<file path="config.mk">
export PLATFORM = sky130hd
export DESIGN_NAME = cache_mem_arbiter
export DESIGN_NICKNAME = d
export VERILOG_FILES = /design/src/rtl/cpu_types_pkg.sv /design/src/rtl/cache_mem_arbiter.sv
export SDC_FILE = /design/constraint.sdc
export NUM_CORES = 1
export LEC_CHECK = 0
export CAP_MARGIN = 0
export CORE_ASPECT_RATIO = 0.75
export CORE_MARGIN = 10
export CORE_UTILIZATION = 25
export CTS_BUF_LIST = sky130_fd_sc_hd__clkbuf_8 sky130_fd_sc_hd__clkbuf_16
export CTS_CLUSTER_DIAMETER = 80
export DETAILED_ROUTE_END_ITERATION = 12
export HOLD_SLACK_MARGIN = 0.06
export PLACE_DENSITY = 0.88
export SYNTH_ARGS = -nofsm -noshare
export SYNTH_HDL_FRONTEND = slang
export SYNTH_SLANG_ARGS = --single-unit
</file>
<file path="constraint.sdc">
create_clock -name CLK -period 3.28 [get_ports CLK]
set_input_delay 0.328 -clock CLK [delete_from_list [all_inputs] [get_ports CLK]]
set_output_delay 0.328 -clock CLK [all_outputs]
set_load 0.1 [all_outputs]
</file>
<file path="src/rtl/cpu_types_pkg.sv">
// cpu_types_pkg
//  Types shared by the cache/RAM arbitration path.
//  ramstate_t  : RAM handshake state as driven by the RAM model
//                (FREE=0, BUSY=1, ACCESS=2, ERROR=3).
//  arb_state_t : arbiter FSM states (IDLE, IGNT, DGNT).
package cpu_types_pkg;

  typedef enum logic [1:0] {
    FREE   = 2'd0,
    BUSY   = 2'd1,
    ACCESS = 2'd2,
    ERROR  = 2'd3
  } ramstate_t;

  typedef enum logic [1:0] {
    IDLE = 2'd0,
    IGNT = 2'd1,
    DGNT = 2'd2
  } arb_state_t;

endpackage

</file>
<file path="src/rtl/cache_mem_arbiter.sv">
// cache_mem_arbiter
//  Shares the single RAM port between the icache fill path and the dcache
//  fill/writeback/flush path. One requester owns the RAM at a time and keeps
//  it until that word access completes (ramstate == ACCESS). dcache has
//  priority, but after STARVE_MAX consecutive dcache grants taken while the
//  icache was waiting, the icache wins the next arbitration.
//
//  Ports
//   CLK, RST              clock (rising edge), asynchronous active-high reset
//   iREN, iaddr           icache read request and word address
//   iload, iwait          icache read data, stall (low only in completion cycle)
//   dREN, dWEN            dcache read / write request (write wins)
//   daddr, dstore         dcache word address and write data
//   dload, dwait          dcache read data, stall (low only in completion cycle)
//   ramREN, ramWEN        RAM read / write enables
//   ramaddr, ramstore     RAM address and write data
//   ramload, ramstate     RAM read data and handshake state (ramstate_t)
//
//  All outputs are combinational from the FSM state and the current inputs.
module cache_mem_arbiter
  import cpu_types_pkg::*;
#(
  parameter int STARVE_MAX = 4   // 1..15
) (
  input  logic        CLK,
  input  logic        RST,
  input  logic        iREN,
  input  logic [31:0] iaddr,
  output logic [31:0] iload,
  output logic        iwait,
  input  logic        dREN,
  input  logic        dWEN,
  input  logic [31:0] daddr,
  input  logic [31:0] dstore,
  output logic [31:0] dload,
  output logic        dwait,
  output logic        ramREN,
  output logic        ramWEN,
  output logic [31:0] ramaddr,
  output logic [31:0] ramstore,
  input  logic [31:0] ramload,
  input  logic [1:0]  ramstate
);

  localparam logic [3:0] STREAK_LIM = 4'(STARVE_MAX);

  arb_state_t state_reg, state_next;
  logic [3:0] streak_reg, streak_next;
  ramstate_t  ram_st;
  logic       dreq;
  logic       ram_done;
  logic       starve;

  assign ram_st   = ramstate_t'(ramstate);
  assign dreq     = dREN | dWEN;
  assign ram_done = (ram_st == ACCESS);
  // icache has waited through enough dcache grants and must win now.
  assign starve   = iREN && (streak_reg == STREAK_LIM);

  always_ff @(posedge CLK or posedge RST) begin
    if (RST) begin
      state_reg  <= IDLE;
      streak_reg <= 4'd0;
    end else begin
      state_reg  <= state_next;
      streak_reg <= streak_next;
    end
  end

  // Every grant returns to IDLE, either on completion or when the owner
  // drops its request, so a request about to be dropped is never re-granted.
  always_comb begin
    state_next  = state_reg;
    streak_next = streak_reg;
    case (state_reg)
      IDLE: begin
        if (dreq && !starve) begin
          state_next = DGNT;
          if (iREN) begin
            streak_next = (streak_reg == STREAK_LIM) ? streak_reg : streak_reg + 4'd1;
          end else begin
            streak_next = 4'd0;
          end
        end else if (iREN) begin
          state_next  = IGNT;
          streak_next = 4'd0;
        end
      end
      IGNT: begin
        if (!iREN || ram_done) state_next = IDLE;
      end
      DGNT: begin
        if (!dreq || ram_done) state_next = IDLE;
      end
      default: state_next = IDLE;
    endcase
  end

  // RAM side and cache side outputs. ERROR is treated like BUSY: the owner
  // simply keeps waiting. Enables are gated by the owner's live request so
  // a dropped request releases the RAM in the same cycle.
  always_comb begin
    ramREN   = 1'b0;
    ramWEN   = 1'b0;
    ramaddr  = 32'd0;
    ramstore = 32'd0;
    iwait    = 1'b1;
    dwait    = 1'b1;
    iload    = 32'd0;
    dload    = 32'd0;
    case (state_reg)
      IGNT: begin
        ramaddr = iaddr;
        ramREN  = iREN;
        if (iREN && ram_done) begin
          iwait = 1'b0;
          iload = ramload;
        end
      end
      DGNT: begin
        ramaddr  = daddr;
        ramstore = dstore;
        ramWEN   = dWEN;
        ramREN   = dREN & ~dWEN;
        if (dreq && ram_done) begin
          dwait = 1'b0;
          dload = ramload;
        end
      end
      default: ;
    endcase
  end

endmodule
</file>
==> run metrics, run 1 <==
worst-margin pin slew=roughly 0.76 ns; fill count=around 480; crit path time final=about 2.4 ns; Clock Latency Late Sink=about 0.22 ns; CTS H-tree depth=1; sequential share of power=0.033; grt ovf=0; num ports=~270; Root Buffer=clkbuf_8; GR Util All Layers=0.207; DRT Pass-1 Iters=4; RSZ-0062 raised after global routing=no; post-cts sizing count=0; met3 Track Usage GR=0.0905; Pwr Density=751 nW/um2; Mapped Cells=237; Vias=2639; CTS buffer count=3; Max Freq=~410 MHz; via-per-instance ratio=4.61; first-pass GRT wire length=17300 um; met2 Use GR=0.408; drt wl/cell=between 20 and 25 um; average cell area after synthesis=just over 7 um2; Hold-fix buffers, CTS=0; Cell Area, Synth=1720 um2; Top Usage Layer GRT=met2; Setup CP Type=reg -> out; Clock Pin Slew Worst Setup and Hold Paths=0.03 ns; standard-cell rows=26; met1 GRT Util=0.200; clock network power share=0.030; post-synthesis cell type count=31; Port Buf Inserts=between 200 and 300; Switching Power=2.62 mW; CTS tree=yes; post-CTS setup buffer count=0; commonest non-fill, non-tap cells in the layout=clkdlybuf4s50_1 (134), and2_1 (71), buf_4 (71), buf_12 (65); Routed WL=12000 um; part of the cycle the worst path needs=0.735; Seq/Total Area, Yosys=0.0874; Total Power=~3.7 mW; P&R area growth vs syn=187%; die area=about 11000 um2; area of the multi-input gates=approximately 1400 um2; hold crit path type=in -> async; Inserted Diodes=0; Post-DP HPWL=10700 um; CP required=about 3.0 ns; chip width=approximately 120 um; max-cap violations=0; Clock Skew=~0.00062 ns; number of global-route vias before repair=around 2700; clock sink count=6; Static Leak=roughly 2.1 nW; antenna violations before repair=1; WHS=~0.32 ns; First DRT Iteration DRCs=113; Yosys warning count=0; Crit. End Element=primary output; register area=150 um2; internal power=1.08 mW; status=finished clean; Largest register FFs=4; setup_tns=0 ns; starting density of the core=0.255; Max clock buf depth=2; crit path launch type=flop; DRC errors left=0; final hold violations=0; Combinational Power Share=0.937; WP data arrival=approximately 2.1 ns; number of synthesized register bits=6; worst-path fanout max=33; syn_nets=between 300 and 400; final setup violation count=0; sw frac=0.708; Slew Limit Fails=0; largest net degree at the start of global routing=38; Relative slew margins=0.496; core area=between 6000 and 7000 um2; layout net count=633; layout cells sized above 1=0.352; antenna-violating nets left=0; GP Congestion=0.811; Vert. Die Dim=91.8 um; commonest non-fill, non-tap cell in the layout=clkdlybuf4s50_1; Peak VDD IR=approximately 0.86 mV
==> Yosys cell counts <==
| master | count | area [um2] |
|---|---|---|
| dfrtp_1 | 6 | 150 |
| and2b_1 | 1 | 7.51 |
| clkbuf_1 | 11 | 41.3 |
| o32ai_1 | 1 | 8.76 |
| buf_6 | 3 | 33.8 |
| o21ai_0 | 3 | 15.0 |
| and2_4 | 26 | 228 |
| inv_1 | 7 | 26.3 |
| and2_1 | 71 | 444 |
| o211ai_2 | 1 | 12.5 |
| o31ai_4 | 1 | 21.3 |
| nor3_1 | 1 | 5.00 |
| or2_4 | 2 | 17.5 |
| o21ai_1 | 2 | 10.0 |
| a21oi_1 | 3 | 15.0 |
| buf_2 | 3 | 15.0 |
| ha_1 | 7 | 87.6 |
| and3_1 | 1 | 6.26 |
| a22oi_1 | 32 | 240 |
| o31ai_1 | 1 | 7.51 |
| o21bai_1 | 1 | 7.51 |
| and2_2 | 1 | 7.51 |
| nand2b_1 | 1 | 6.26 |
| and3_4 | 1 | 11.3 |
| nor2b_1 | 32 | 200 |
| o2bb2ai_1 | 1 | 8.76 |
| nand3_1 | 3 | 15.0 |
| nor2_1 | 2 | 7.51 |
| clkbuf_2 | 4 | 20.0 |
| nand2_1 | 7 | 26.3 |
| o2bb2ai_2 | 1 | 15.0 |
==> worst paths after layout <==
| kind | from | end | slack [ns] | cells past startpoint |
|---|---|---|---|---|
| setup reg to reg | state_reg[0] | state_reg[1] | 1.53 | 7 |
| max in group asynchronous | RST | state_reg[1] | 2.78 | 2 |
| min in group CLK | streak_reg[0] | streak_reg[0] | 0.54 | 1 |
| hold reg to reg | streak_reg[0] | streak_reg[0] | 0.54 | 1 |
| hold / removal | RST | streak_reg[0] | 0.32 | 2 |
| setup / recovery | state_reg[0] | ramaddr[5] | 0.87 | 4 |
==> cell families after synthesis <==
| family | after synthesis | synth area share |
|---|---|---|
| AO/OA/AOI/OAI | 47 | 0.210 |
| adder cells (fa/ha/maj) | 7 | 0.0510 |
| buffers and inverters | 28 | 0.0794 |
| flip-flops | 6 | 0.0874 |
| AND/OR/NAND/NOR | 149 | 0.572 |
==> power groups by stage <==
stage	registers, mW	clock network [mW]	logic [mW]
floorplan	0.118	0	2.64
global placement	0.121	0	3.43
detailed placement	0.124	0	3.48
CTS	0.123	0.114	3.48
global route	0.127	0.121	3.58
finish	0.123	0.110	3.47
==> layer usage <==
layer | vias up | wire, um | part of all wire
met2 | 115 | 6690 | 0.56
met4 | 2 | 83 | 0.0069
li1 | 1287 | - | -
met1 | 1222 | 3920 | 0.33
met5 | - | 13 | 0.0011
met3 | 13 | 1270 | 0.11
==> through the flow <==
step | area, um2 | util | std cells | setup WS, ns
2_1_floorplan | 1720 | - | 237 | 0.468
3_3_place_gp | 4890 | 0.726 | 570 | 1.03
4_1_cts | 4930 | 0.732 | 573 | 0.861
6_report | 4930 | 0.732 | 573 | 0.868
5_1_grt | 4930 | 0.732 | 573 | 0.753
3_5_place_dp | 4890 | 0.726 | 570 | 0.983
==> worst max-delay path, cell delays in order, from the launching register on <==
cell and delay [ns]:
dfrtp_1 0.37, inv_1 0.11, ha_1 0.79, nor2b_1 0.26
buf_4 0.32
==> final cells by class <==
type / instances / share of cell area
Clock buffer: 3 / 0.00838
Inverter: 7 / 0.00533
Multi-Input combinational cell: 203 / 0.290
Sequential cell: 6 / 0.0305
Tap cell: 84 / 0.0213
Timing Repair Buffer: 270 / 0.644
No activity file was read; power rests on OpenSTA's default activity.
==> run 2: changes to the inputs <==
--- a/config.mk
+++ b/config.mk
@@ -8,12 +8,12 @@
 export CAP_MARGIN = 0
 export CORE_ASPECT_RATIO = 0.75
 export CORE_MARGIN = 10
-export CORE_UTILIZATION = 25
+export CORE_UTILIZATION = 21
 export CTS_BUF_LIST = sky130_fd_sc_hd__clkbuf_8 sky130_fd_sc_hd__clkbuf_16
 export CTS_CLUSTER_DIAMETER = 80
 export DETAILED_ROUTE_END_ITERATION = 12
 export HOLD_SLACK_MARGIN = 0.06
-export PLACE_DENSITY = 0.88
+export PLACE_DENSITY = 0.79
 export SYNTH_ARGS = -nofsm -noshare
 export SYNTH_HDL_FRONTEND = slang
 export SYNTH_SLANG_ARGS = --single-unit
==> constraint.sdc (replaced) <==
create_clock -name CLK -period 2 [get_ports CLK]
set_input_delay 0.2 -clock CLK [delete_from_list [all_inputs] [get_ports CLK]]
set_output_delay 0.2 -clock CLK [all_outputs]
set_load 0.1 [all_outputs]
==> run metrics, run 2 (synthesized netlist as in run 1, its figures left out) <==
max-cap violations=0; RSZ-0062 raised after global routing=no; crit path launch type=input pin; setup_tns=0 ns; largest net degree at the start of global routing=35; WHS=roughly 0.22 ns; drt wl/cell=roughly 22 um; post-layout util=0.777; final setup violation count=0; Inserted Diodes=0; final hold violations=0; Routed WL=~13000 um; core area=just under 8000 um2; post-route insts no fill=between 600 and 700; status=finished clean; part of the cycle the worst path needs=0.951; Crit. End Element=primary output; Relative slew margins=0.742; Root Buffer=clkbuf_8; Setup CP Type=in -> out; dpl cell area=between 6000 and 7000 um2; Max Freq=526 MHz; clock sink count=6; hold crit path type=in -> async; P&R area growth vs syn=258%; crit path time final=between 1.5 and 2 ns; Clock Latency Late Sink=0.22 ns; GR Util All Layers=0.199; Clock Pin Slew Worst Setup and Hold Paths=0.04 ns; die area=roughly 12000 um2; Vert. Die Dim=98.3 um; CTS tree=yes; Static Leak=about 2.5 nW; Max clock buf depth=2; Port Buf Inserts=between 200 and 300; number of global-route vias before repair=2895; DRT Pass-1 Iters=4; Slew Limit Fails=0; fin area=a little over 6000 um2; Post-DP HPWL=around 12000 um; antenna violations before repair=0; First DRT Iteration DRCs=94; WP data arrival=1.70 ns; CTS H-tree depth=1; Clock Skew=slightly below 0.002 ns; grt ovf=0; layout cells sized above 1=0.445; worst-margin pin slew=0.387 ns; GP Congestion=about 0.83; starting density of the core=0.217; Peak VDD IR=between 1 and 1.5 mV; Hold-fix buffers, CTS=0; standard-cell rows=28; Pwr Density=about 1300 nW/um2; via-per-instance ratio=4.52; num ports=267; Vias=between 2000 and 3000; DRC errors left=0; commonest non-fill, non-tap cells in the layout=clkdlybuf4s50_1 (134), buf_12 (134), and2_1 (68), a22oi_1 (31), nor2b_4 (30); chip width=~120 um; worst-path fanout max=32; layout net count=641; Largest register FFs=4; antenna-violating nets left=0; first-pass GRT wire length=about 19000 um; CTS buffer count=3; CP required=1.80 ns; Post-Place Cells=between 500 and 600
-- run 2: cell count changes in the layout (fill, tap and decap cells not counted), sizes merged --
cell / previous run / this run
and3: 2 / 4
buf: 136 / 142
-- run 2: cell type report --
cell class,count,area (um2)
fill,472,1770
inverter,7,26.3
timing repair buffer,276,4100
multi-input combinational,205,1710
clock buffer,3,41.3
tap,105,131
sequential,6,150
-- run 2: metal layers --
layer / wire length, um / part of all wire / global-route usage / vias up
met5: 0 / 0 / 0 / -
met4: 188 / 0.014 / 0.0313 / 0
met3: 919 / 0.070 / 0.0589 / 12
met2: 7330 / 0.55 / 0.392 / 126
met1: 4770 / 0.36 / 0.204 / 1275
li1: - / - / - / 1310
-- run 2: through the flow --
| stage | worst slack (ns) | power [mW] |
|---|---|---|
| after floorplan | -0.170 | 5.00 |
| after global placement | 0.0725 | 7.59 |
| after detailed placement | 0.0694 | 7.70 |
| after CTS | 0.00270 | 7.92 |
| after global routing | 0.0312 | 8.15 |
| final | 0.0978 | 7.92 |
-- run 2: where the power goes --
part	switching [mW]	internal (mW)
logic	4.66	2.87
registers	0.0482	0.161
clock network	0.0487	0.129
-- run 2: worst paths after layout --
path	startpoint	slack (ns)	depth (start not counted)	to
max in group asynchronous	RST	1.58	2	state_reg[1]
hold / removal	RST	0.22	2	streak_reg[0]
setup reg to reg	state_reg[0]	0.54	6	state_reg[1]
setup / recovery	ramstate[0]	0.1	6	iload[22]
min in group CLK	streak_reg[0]	0.54	1	streak_reg[0]
hold reg to reg	streak_reg[0]	0.54	1	streak_reg[0]
-- run 2: timing repair --
item	4_1_cts	5_1_grt
cloned	1	1
setup buffers	0	0
setup endpoints to repair	57	112
pin swaps	1	1
resized for setup	3	10
-- run 2: worst max-delay path, cell delays in order --
cell and delay [ns]:
clkdlybuf4s50_1 0.40, and2b_2 0.30, and3_1 0.22, buf_12 0.17, and2_1 0.20, buf_12 0.19
==> run 3: changes to the inputs <==
--- a/config.mk
+++ b/config.mk
@@ -14,6 +14,7 @@
 export DETAILED_ROUTE_END_ITERATION = 12
 export HOLD_SLACK_MARGIN = 0.06
 export PLACE_DENSITY = 0.79
+export SLEW_MARGIN = 20
 export SYNTH_ARGS = -nofsm -noshare
 export SYNTH_HDL_FRONTEND = slang
 export SYNTH_SLANG_ARGS = --single-unit
==> results of run 3 <==
The final DEF is identical to that of run 2; final timing and power are the same.
